### src/rtl/hazard_ctrl_pkg.sv
// Shared pipeline definitions for the hazard controller.
// Holds the FSM state encoding and the timing/width defaults.
package hazard_ctrl_pkg;

    typedef enum logic [1:0] {
        ST_RUN        = 2'd0,
        ST_LOAD_STALL = 2'd1,
        ST_MEM_WAIT   = 2'd2,
        ST_FLUSH      = 2'd3
    } hz_state_e;

    localparam int TIMEOUT_CYC_DEF = 255;
    localparam int CNT_W_DEF       = 16;
    localparam int WAIT_W_MIN      = 8;

endpackage

### src/rtl/hazard_ctrl_if.sv
// Pipeline <-> hazard controller bundle.
// The pipeline (master) reports its stage contents; the hazard controller (slave) returns the stage enables.
interface hazard_ctrl_if;

    logic [4:0] id_rs1;
    logic [4:0] id_rs2;
    logic       id_use_rs1;
    logic       id_use_rs2;
    logic       ex_mem_read;
    logic [4:0] ex_rd;
    logic       mem_branch_taken;
    logic       mem_req;
    logic       dmem_ready;

    logic       pc_write;
    logic       if_id_write;
    logic       id_ex_write;
    logic       ex_mem_write;
    logic       id_ex_bubble;
    logic       mem_wb_bubble;
    logic       if_id_flush;
    logic       id_ex_flush;
    logic       ex_mem_flush;
    logic       pc_src;

    modport master (
        output id_rs1, id_rs2, id_use_rs1, id_use_rs2, ex_mem_read, ex_rd,
               mem_branch_taken, mem_req, dmem_ready,
        input  pc_write, if_id_write, id_ex_write, ex_mem_write, id_ex_bubble,
               mem_wb_bubble, if_id_flush, id_ex_flush, ex_mem_flush, pc_src
    );

    modport slave (
        input  id_rs1, id_rs2, id_use_rs1, id_use_rs2, ex_mem_read, ex_rd,
               mem_branch_taken, mem_req, dmem_ready,
        output pc_write, if_id_write, id_ex_write, ex_mem_write, id_ex_bubble,
               mem_wb_bubble, if_id_flush, id_ex_flush, ex_mem_flush, pc_src
    );

endinterface

### src/rtl/hazard_detect.sv
// Combinational load-use comparator: a load in EX whose destination is read by the instruction in ID.
module hazard_detect (
    input  logic       ex_mem_read,
    input  logic [4:0] ex_rd,
    input  logic [4:0] id_rs1,
    input  logic [4:0] id_rs2,
    input  logic       id_use_rs1,
    input  logic       id_use_rs2,
    output logic       load_use
);

    logic rs1_hit;
    logic rs2_hit;

    // x0 is hardwired to zero, so a load targeting it can never feed a consumer.
    always_comb begin
        rs1_hit  = id_use_rs1 & (ex_rd == id_rs1);
        rs2_hit  = id_use_rs2 & (ex_rd == id_rs2);
        load_use = ex_mem_read & (ex_rd != 5'd0) & (rs1_hit | rs2_hit);
    end

endmodule

### src/rtl/hazard_ctrl.sv
// Pipeline hazard controller: arbitrates memory wait > taken branch > load-use into stage
// enables, tracks the winning event in a small FSM and keeps stall/flush/timeout statistics.
module hazard_ctrl
    import hazard_ctrl_pkg::*;
#(
    parameter int TIMEOUT_CYC = TIMEOUT_CYC_DEF,
    parameter int CNT_W       = CNT_W_DEF
) (
    input  logic             clk,
    input  logic             reset,
    hazard_ctrl_if.slave     hz,
    output logic [1:0]       state,
    output logic [CNT_W-1:0] stall_cnt,
    output logic [CNT_W-1:0] flush_cnt,
    output logic             mem_timeout
);

    localparam int WAIT_W = ($clog2(TIMEOUT_CYC + 1) > WAIT_W_MIN) ?
                            $clog2(TIMEOUT_CYC + 1) : WAIT_W_MIN;
    localparam logic [WAIT_W-1:0] WAIT_LIMIT = WAIT_W'(TIMEOUT_CYC);

    hz_state_e         state_q, state_d;
    logic [WAIT_W-1:0] wait_cnt_q, wait_cnt_d;
    logic [CNT_W-1:0]  stall_cnt_q, stall_cnt_d;
    logic [CNT_W-1:0]  flush_cnt_q, flush_cnt_d;
    logic              mem_timeout_q, mem_timeout_d;

    logic load_use;
    logic mem_wait_act;
    logic branch_act;
    logic load_act;

    hazard_detect u_detect (
        .ex_mem_read (hz.ex_mem_read),
        .ex_rd       (hz.ex_rd),
        .id_rs1      (hz.id_rs1),
        .id_rs2      (hz.id_rs2),
        .id_use_rs1  (hz.id_use_rs1),
        .id_use_rs2  (hz.id_use_rs2),
        .load_use    (load_use)
    );

    // Exactly one event acts per cycle; all are masked while reset is asserted.
    // The slot behind a flush is a bubble, so a branch seen in FLUSH is stale.
    always_comb begin
        mem_wait_act = reset & hz.mem_req & ~hz.dmem_ready;
        branch_act   = reset & ~mem_wait_act & hz.mem_branch_taken & (state_q != ST_FLUSH);
        load_act     = reset & ~mem_wait_act & ~branch_act & load_use;
    end

    assign hz.pc_write      = ~(mem_wait_act | load_act);
    assign hz.if_id_write   = ~(mem_wait_act | load_act);
    assign hz.id_ex_write   = ~mem_wait_act;
    assign hz.ex_mem_write  = ~mem_wait_act;
    assign hz.id_ex_bubble  = load_act;
    assign hz.mem_wb_bubble = mem_wait_act;
    assign hz.if_id_flush   = branch_act;
    assign hz.id_ex_flush   = branch_act;
    assign hz.ex_mem_flush  = branch_act;
    assign hz.pc_src        = branch_act;

    always_comb begin
        state_d       = ST_RUN;
        wait_cnt_d    = '0;
        stall_cnt_d   = stall_cnt_q;
        flush_cnt_d   = flush_cnt_q;
        mem_timeout_d = mem_timeout_q;

        if (mem_wait_act) begin
            state_d = ST_MEM_WAIT;
        end else if (branch_act) begin
            state_d = ST_FLUSH;
        end else if (load_act) begin
            state_d = ST_LOAD_STALL;
        end

        if (mem_wait_act) begin
            wait_cnt_d = (&wait_cnt_q) ? wait_cnt_q : wait_cnt_q + 1'b1;
            if (wait_cnt_d >= WAIT_LIMIT) begin
                mem_timeout_d = 1'b1;
            end
        end

        if ((mem_wait_act | load_act) && !(&stall_cnt_q)) begin
            stall_cnt_d = stall_cnt_q + 1'b1;
        end
        if (branch_act && !(&flush_cnt_q)) begin
            flush_cnt_d = flush_cnt_q + 1'b1;
        end
    end

    always_ff @(posedge clk) begin
        if (!reset) begin
            state_q       <= ST_RUN;
            wait_cnt_q    <= '0;
            stall_cnt_q   <= '0;
            flush_cnt_q   <= '0;
            mem_timeout_q <= 1'b0;
        end else begin
            state_q       <= state_d;
            wait_cnt_q    <= wait_cnt_d;
            stall_cnt_q   <= stall_cnt_d;
            flush_cnt_q   <= flush_cnt_d;
            mem_timeout_q <= mem_timeout_d;
        end
    end

    assign state       = state_q;
    assign stall_cnt   = stall_cnt_q;
    assign flush_cnt   = flush_cnt_q;
    assign mem_timeout = mem_timeout_q;

endmodule

### src/flat_wrapper.sv
// flat-port wrapper written by rule: the top's interface ports become plain ports
module hazard_ctrl_flat import hazard_ctrl_pkg::*;
#(
    parameter int TIMEOUT_CYC = TIMEOUT_CYC_DEF,
    parameter int CNT_W       = CNT_W_DEF
)
  (clk, reset, state, stall_cnt, flush_cnt, mem_timeout, hz_id_rs1, hz_id_rs2, hz_id_use_rs1, hz_id_use_rs2, hz_ex_mem_read, hz_ex_rd, hz_mem_branch_taken, hz_mem_req, hz_dmem_ready, hz_pc_write, hz_if_id_write, hz_id_ex_write, hz_ex_mem_write, hz_id_ex_bubble, hz_mem_wb_bubble, hz_if_id_flush, hz_id_ex_flush, hz_ex_mem_flush, hz_pc_src);
  hazard_ctrl_if hz_i ();
  input  logic clk;
  input  logic reset;
  output logic [1:0] state;
  output logic [CNT_W-1:0] stall_cnt;
  output logic [CNT_W-1:0] flush_cnt;
  output logic mem_timeout;
  input wire logic [$bits(hz_i.id_rs1)-1:0] hz_id_rs1;
  input wire logic [$bits(hz_i.id_rs2)-1:0] hz_id_rs2;
  input wire logic [$bits(hz_i.id_use_rs1)-1:0] hz_id_use_rs1;
  input wire logic [$bits(hz_i.id_use_rs2)-1:0] hz_id_use_rs2;
  input wire logic [$bits(hz_i.ex_mem_read)-1:0] hz_ex_mem_read;
  input wire logic [$bits(hz_i.ex_rd)-1:0] hz_ex_rd;
  input wire logic [$bits(hz_i.mem_branch_taken)-1:0] hz_mem_branch_taken;
  input wire logic [$bits(hz_i.mem_req)-1:0] hz_mem_req;
  input wire logic [$bits(hz_i.dmem_ready)-1:0] hz_dmem_ready;
  output wire logic [$bits(hz_i.pc_write)-1:0] hz_pc_write;
  output wire logic [$bits(hz_i.if_id_write)-1:0] hz_if_id_write;
  output wire logic [$bits(hz_i.id_ex_write)-1:0] hz_id_ex_write;
  output wire logic [$bits(hz_i.ex_mem_write)-1:0] hz_ex_mem_write;
  output wire logic [$bits(hz_i.id_ex_bubble)-1:0] hz_id_ex_bubble;
  output wire logic [$bits(hz_i.mem_wb_bubble)-1:0] hz_mem_wb_bubble;
  output wire logic [$bits(hz_i.if_id_flush)-1:0] hz_if_id_flush;
  output wire logic [$bits(hz_i.id_ex_flush)-1:0] hz_id_ex_flush;
  output wire logic [$bits(hz_i.ex_mem_flush)-1:0] hz_ex_mem_flush;
  output wire logic [$bits(hz_i.pc_src)-1:0] hz_pc_src;
  assign hz_i.id_rs1 = hz_id_rs1;
  assign hz_i.id_rs2 = hz_id_rs2;
  assign hz_i.id_use_rs1 = hz_id_use_rs1;
  assign hz_i.id_use_rs2 = hz_id_use_rs2;
  assign hz_i.ex_mem_read = hz_ex_mem_read;
  assign hz_i.ex_rd = hz_ex_rd;
  assign hz_i.mem_branch_taken = hz_mem_branch_taken;
  assign hz_i.mem_req = hz_mem_req;
  assign hz_i.dmem_ready = hz_dmem_ready;
  assign hz_pc_write = hz_i.pc_write;
  assign hz_if_id_write = hz_i.if_id_write;
  assign hz_id_ex_write = hz_i.id_ex_write;
  assign hz_ex_mem_write = hz_i.ex_mem_write;
  assign hz_id_ex_bubble = hz_i.id_ex_bubble;
  assign hz_mem_wb_bubble = hz_i.mem_wb_bubble;
  assign hz_if_id_flush = hz_i.if_id_flush;
  assign hz_id_ex_flush = hz_i.id_ex_flush;
  assign hz_ex_mem_flush = hz_i.ex_mem_flush;
  assign hz_pc_src = hz_i.pc_src;
  hazard_ctrl #(.TIMEOUT_CYC(TIMEOUT_CYC), .CNT_W(CNT_W)) u_core (.clk(clk), .reset(reset), .hz(hz_i), .state(state), .stall_cnt(stall_cnt), .flush_cnt(flush_cnt), .mem_timeout(mem_timeout));
endmodule
### config.mk
export PLATFORM = sky130hd
export DESIGN_NAME = hazard_ctrl_flat
export DESIGN_NICKNAME = d
export VERILOG_FILES = /design/src/rtl/hazard_ctrl_pkg.sv /design/src/rtl/hazard_ctrl_if.sv /design/src/rtl/hazard_detect.sv /design/src/rtl/hazard_ctrl.sv /design/src/flat_wrapper.sv
export SDC_FILE = /design/constraint.sdc
export NUM_CORES = 1
export LEC_CHECK = 0
export ABC_AREA = 1
export CAP_MARGIN = 20
export CORE_ASPECT_RATIO = 1.1
export CORE_UTILIZATION = 45
export DETAILED_ROUTE_END_ITERATION = 10
export DONT_BUFFER_PORTS = 1
export SLEW_MARGIN = 20
export SYNTH_ARGS = -nofsm -noshare
export SYNTH_HDL_FRONTEND = slang
export SYNTH_HIERARCHICAL = 1
export SYNTH_SLANG_ARGS = --single-unit
export TNS_END_PERCENT = 100
### constraint.sdc
create_clock -name clk -period 2.7 [get_ports clk]
set_input_delay 0.405 -clock clk [delete_from_list [all_inputs] [get_ports clk]]
set_output_delay 0.405 -clock clk [all_outputs]
set_load 0.03 [all_outputs]
# ---- Yosys cells after proc, flatten, opt, wreduce, memory -nomap -nowiden
# Cells that the tools add are included.
dict set report word_totals {
  output_inout_bits 45
  latchBits 0
  wordCells 46
  in_bits 23
  rom_bits 0
  memories 0
  ramBits 0
  regBits 43
}
dict set report classes {
  n_shift 0
  n_eq_ne 3
  mux 4
  n_div 0
  n_lt_le_gt_ge 1
  reduce_logical 11
  add_sub_neg 3
  n_mul 0
  bitwise_logic 18
}
# operator count
set ops {}
lappend ops {{adder 16 x 1 -> 16 bit (second input constant)} 2}
lappend ops {{AND reduction 16 bit} 2}
lappend ops {{bitwise AND 1 bit} 11}
lappend ops {{equality test 5 bit} 2}
lappend ops {{adder 8 x 1 -> 8 bit (second input constant)} 1}
lappend ops {{>= comparator 8 bit (second input constant)} 1}
lappend ops {{2-to-1 mux 8 bit} 1}
lappend ops {{AND reduction 8 bit} 1}
lappend ops {{inverter 1 bit} 5}
lappend ops {{nonzero test 5 bit} 1}
lappend ops {{2-to-1 mux 2 bit} 2}
lappend ops {{AND reduction 2 bit} 2}
lappend ops {{logical AND 1 bit} 2}
lappend ops {{logical NOT 1 bit} 2}
lappend ops {{!= test 2 bit (second input constant)} 1}
lappend ops {{bitwise OR 1 bit} 2}
lappend ops {{OR reduction 2 bit} 1}
lappend ops {{2-to-1 mux 1 bit} 1}

# ---- Depth between registers and ports, before layout
dict set report logic_depth {
  word_depth 12
  depth_mapped 14
  depth_no_buf 13
}

# ---- Hierarchy
# Netlist, hierarchy kept.
# mod seq_area_each_um2 area_each_um2 cells_per_inst instances
set by_module_without_submodules {}
lappend by_module_without_submodules {hazard_ctrl 860.8 2458.6 348 1}
lappend by_module_without_submodules {hazard_detect 0.0 216.5 55 1}

# ---- Worst setup path before layout
# No wires, ideal clock.
dict set report synth_path {
  path_type {input to output}
  start {input port reset}
  end {output port hz_pc_write}
  path_slack_ns 0.718
  arrival_time_ns 1.577
  n_path_buf 2
  cell_stages 6
  required_ns 2.295
  cell_sequence {buf_6 -> nand3_4 -> nand2_2 -> nor2_2 -> a21oi_2 -> buf_4}
}
dict set report synth_between {
  elab_chain_cells 11
}
# element line
set synth_rtl {}
lappend synth_rtl {{start: declaration} flat_wrapper.sv:10} ;# input logic reset;
lappend synth_rtl {{bitwise AND 1 bit (*) (2 in a row)} hazard_ctrl.sv:46} ;# mem_wait_act = reset & hz.mem_req & ~hz.dmem_ready;
lappend synth_rtl {{inverter 1 bit (*)} --}
lappend synth_rtl {{net hz_ex_mem_write} flat_wrapper.sv:27} ;# output wire logic [$bits(hz_i.ex_mem_write)-1:0] hz_ex_mem_write;
lappend synth_rtl {{bitwise AND 1 bit (*)} {hazard_ctrl.sv:47, hazard_ctrl.sv:48}}
lappend synth_rtl {{bitwise AND 1 bit (2 in a row)} hazard_ctrl.sv:47} ;# branch_act = reset & ~mem_wait_act & hz.mem_branch_taken & (state_q != ST_FLUSH);
lappend synth_rtl {{inverter 1 bit} hazard_ctrl.sv:48} ;# load_act = reset & ~mem_wait_act & ~branch_act & load_use;
lappend synth_rtl {{bitwise AND 1 bit (*) (2 in a row)} hazard_ctrl.sv:48}
lappend synth_rtl {{bitwise OR 1 bit (*)} hazard_ctrl.sv:51} ;# assign hz.pc_write = ~(mem_wait_act | load_act);
lappend synth_rtl {{inverter 1 bit (*)} hazard_ctrl.sv:51}
lappend synth_rtl {{end: declaration} flat_wrapper.sv:24} ;# output wire logic [$bits(hz_i.pc_write)-1:0] hz_pc_write;
# Mark *: on every way through the listed nets, which the timed path passes. The rest lies on a longest branch.

# ---- Worst setup path in the final report
dict set report layout_path {
  start {register u_core.state_q[0] (netlist: u_core/state[0])}
  end {output port hz_if_id_write}
}
dict set report layout_between {
  elab_chain_cells 7
}
# element line
set layout_rtl {}
lappend layout_rtl {{start: declaration} hazard_ctrl.sv:22} ;# hz_state_e state_q, state_d;
lappend layout_rtl {{start signal: assignment} hazard_ctrl.sv:100} ;# state_q <= state_d;
lappend layout_rtl {{!= test 2 bit} hazard_ctrl.sv:47}
lappend layout_rtl {{bitwise AND 1 bit} hazard_ctrl.sv:47}
lappend layout_rtl {{inverter 1 bit} hazard_ctrl.sv:48}
lappend layout_rtl {{bitwise AND 1 bit (2 in a row)} hazard_ctrl.sv:48}
lappend layout_rtl {{bitwise OR 1 bit} hazard_ctrl.sv:52} ;# assign hz.if_id_write = ~(mem_wait_act | load_act);
lappend layout_rtl {{inverter 1 bit} hazard_ctrl.sv:52}
lappend layout_rtl {{end: declaration} flat_wrapper.sv:25} ;# output wire logic [$bits(hz_i.if_id_write)-1:0] hz_if_id_write;
# Every way passes these cells.

==> impl_metrics.ini <==
[setup_path]
arrival_ns = 1.70
cpPeakStageDelay_ns = 0.73
cp_common_cell = nand2_1
cp-end-kind = output port
crit_buf_inv = 0
crit_required_ns = 2.30
startpoint_type = flop
critical_path.top_delay_family = compound AO/OA/AOI/OAI gates
cp_slowest_cell = a21oi_2
crit_type = reg -> out
worstPathMaxFanout = 3
cp_cell_sequence = nand2_1, nand2_1, a21oi_2

[place]
io_buffers = 0
post-dp-hpwl_um = 4120
post-place-ws_ns = 0.510
gp_congestion = 0.780

[run_status]
status = finished clean

[floorplan]
die_h_um = 82.9
start_util = 0.467
rows = 29
ioPinCount = 68
core_mm2 = 0.00573
die_x_um = 75.5
die_area_mm2 = 0.00626

[clocking]
numCtsBuffers = 5
post_cts_buffers = 0
cts_sinks = 43
cts_tree = done
clock_path_buffers = 2
path_clk_slew_ns = 0.08
cts_hold_buf = 0
cts-root-buf = clkbuf_8
post_cts_resized = 0
clkLatencyLatePin_ns = 0.30
cts-htree-levels = 2

[timing]
maxSlewViolCount = 0
tightest_slew_ns = 0.898
setup_tns_ns = 0
finalCritPeriodShare = 0.781
grt_setup_unrepaired = no
fin_crit_ns = 2.11
fmax_ghz = 0.474
postLayoutSetupSlackWorst_ns = 0.591
hold_viol = 0
maxSlewHeadroom = 0.401
setup_viol = 0
clock_skew_ns = 0.00625

[synthesis]
synthCells = 403
syn_nets = 429
synthAdderAreaFrac = 0.0140
synth_compound_area_frac = 0.109
synth_xor_area_frac = 0.0557
synthesis.area_mm2 = 0.00268
muxShareOfSynthArea = 0
ys_ff_latch = 43
ys_warn_count = 6
synthSimpleGateAreaFrac = 0.387
postSynthAreaPerCell_um2 = 6.64
yosysSeqAreaShare = 0.322
synth_top_family_by_area = simple AND/OR/NAND/NOR gates
synth.distinct_cells = 37

[layout]
layout_common_cells = nand2_1 (113), nor2_1 (58), inv_1 (48)
nFillCells = 642
multiInputGateArea_mm2 = 0.00151
seqCellArea_um2 = 861
antenna_cells = 0
areaGrowthSynthToFinish_pct = 5.10
layout.nets = 431
layout_commonest_cell = nand2_1
final_layout_size_suffix_gt1_frac = 0.128

[global_routing]
antenna_found_initial = 0
grt_pass1_wl_um = 9140
grt_usage = 0.186
grt_pass1_vias = 2166
grt-ovfl-total = 0
grt_max_degree = 19

[route]
drt-vias-per-instance = 4.82
drt_first_pass_iters = 5
vias = 2324
final_antenna_net_count = 0
drt_iter0_markers = 82
drc_errors = 0
wirelength_um = 5450
post_drt_wl_per_cell_um = 11.3

[flow_run]
maxCapViolations = 0

[min_path]
hp-class = in -> reg

[power_and_ir_drop]
power_density_mw_per_mm2 = 419
irDropWorstVdd_uv = 252
leakage_nw = 1.19
finalPower_w = 0.00118
==> flip-flops by register name, indices dropped and copies added (netlist names) <==
register	cells
u_core/mem_timeout	1
u_core/wait_cnt_q	8
u_core/flush_cnt	16
u_core/state	2
u_core/stall_cnt	16
==> area by class of cell <==
cell class,instances,share of cell area
timing repair buffer,6,0.0160
sequential,43,0.306
clock inverter,1,0.00178
clock buffer,6,0.0294
inverter,55,0.0748
multi-input combinational,294,0.538
tap,77,0.0343
==> logic make-up after synthesis <==
family                   Yosys count
AO/OA/AOI/OAI                     43
XOR/XNOR                          17
adder cells (fa/ha/maj)            3
buffers and inverters             66
flip-flops                        43
AND/OR/NAND/NOR                  231
==> power by group <==
part           total, W  switching [W]  internal, W
clock network  0.000419       0.000218     0.000201
registers      0.000656      0.0000149     0.000641
logic          0.000103      0.0000742    0.0000289
total           0.00118       0.000307     0.000871
==> final timing paths <==
kind                                                  startpoint                           endpoint  slack [ns]  cells after the start
worst min-delay path                                       reset   u_core/stall_cnt[0]$_SDFFE_PN0P_        0.22                      2
worst max-delay path                  u_core/state[0]$_SDFF_PP0_                     hz_if_id_write        0.59                      3
worst max register to register  u_core/flush_cnt[1]$_SDFFE_PN0P_  u_core/flush_cnt[10]$_SDFFE_PN0P_        0.62                     11
worst min register to register   u_core/wait_cnt_q[7]$_SDFF_PN0_    u_core/wait_cnt_q[7]$_SDFF_PN0_        0.55                      2
==> metrics by stage <==
stage,utilization,instance area (um2),instances,hold slack [ns]
floorplan,-,2680,403,0.501
global placement,0.475,2720,475,0.527
detailed placement,0.475,2720,475,0.533
CTS,0.490,2810,482,0.203
global route,0.490,2810,482,0.200
finish,0.490,2810,482,0.220
==> cell usage after synthesis <==
| cell type | count | area, um2 |
|---|---|---|
| nand2_1 | 113 | 424 |
| nor2_1 | 58 | 218 |
| inv_1 | 48 | 180 |
| dfxtp_1 | 43 | 861 |
| nand3_1 | 21 | 105 |
| a21oi_1 | 13 | 65.1 |
| nand2_2 | 12 | 75.1 |
| a21oi_2 | 11 | 96.3 |
| o21ai_0 | 10 | 50.1 |
| xnor2_1 | 10 | 87.6 |
| nor3_1 | 8 | 40.0 |
| buf_4 | 7 | 52.6 |
| nand4_1 | 7 | 43.8 |
| xor2_1 | 7 | 61.3 |
| inv_2 | 4 | 15.0 |
| ha_1 | 3 | 37.5 |
| nand3b_1 | 3 | 22.5 |
| a31oi_1 | 2 | 12.5 |
| and3_1 | 2 | 12.5 |
| nand2_4 | 2 | 22.5 |
| o21ai_1 | 2 | 10.0 |
| o21bai_1 | 2 | 15.0 |
| a21oi_4 | 1 | 16.3 |
| buf_12 | 1 | 20.0 |
| buf_2 | 1 | 5.00 |
| buf_6 | 1 | 11.3 |
| clkbuf_1 | 1 | 3.75 |
| clkinv_1 | 1 | 3.75 |
| clkinv_2 | 1 | 5.00 |
| inv_4 | 1 | 6.26 |
| nand3_4 | 1 | 17.5 |
| nor2_2 | 1 | 6.26 |
| nor2_4 | 1 | 11.3 |
| nor2_8 | 1 | 20.0 |
| nor3_4 | 1 | 16.3 |
| o21ai_2 | 1 | 8.76 |
| o21ai_4 | 1 | 16.3 |
==> routing by layer <==
layer  vias up  routed length [um]  GRT usage
met3         5                 363     0.0716
li1       1252                   -          -
met2        50                2620      0.312
met4         0                  81     0.0606
met1      1017                2380      0.211
met5         -                   0          0
(Power assumes the default switching activity.)
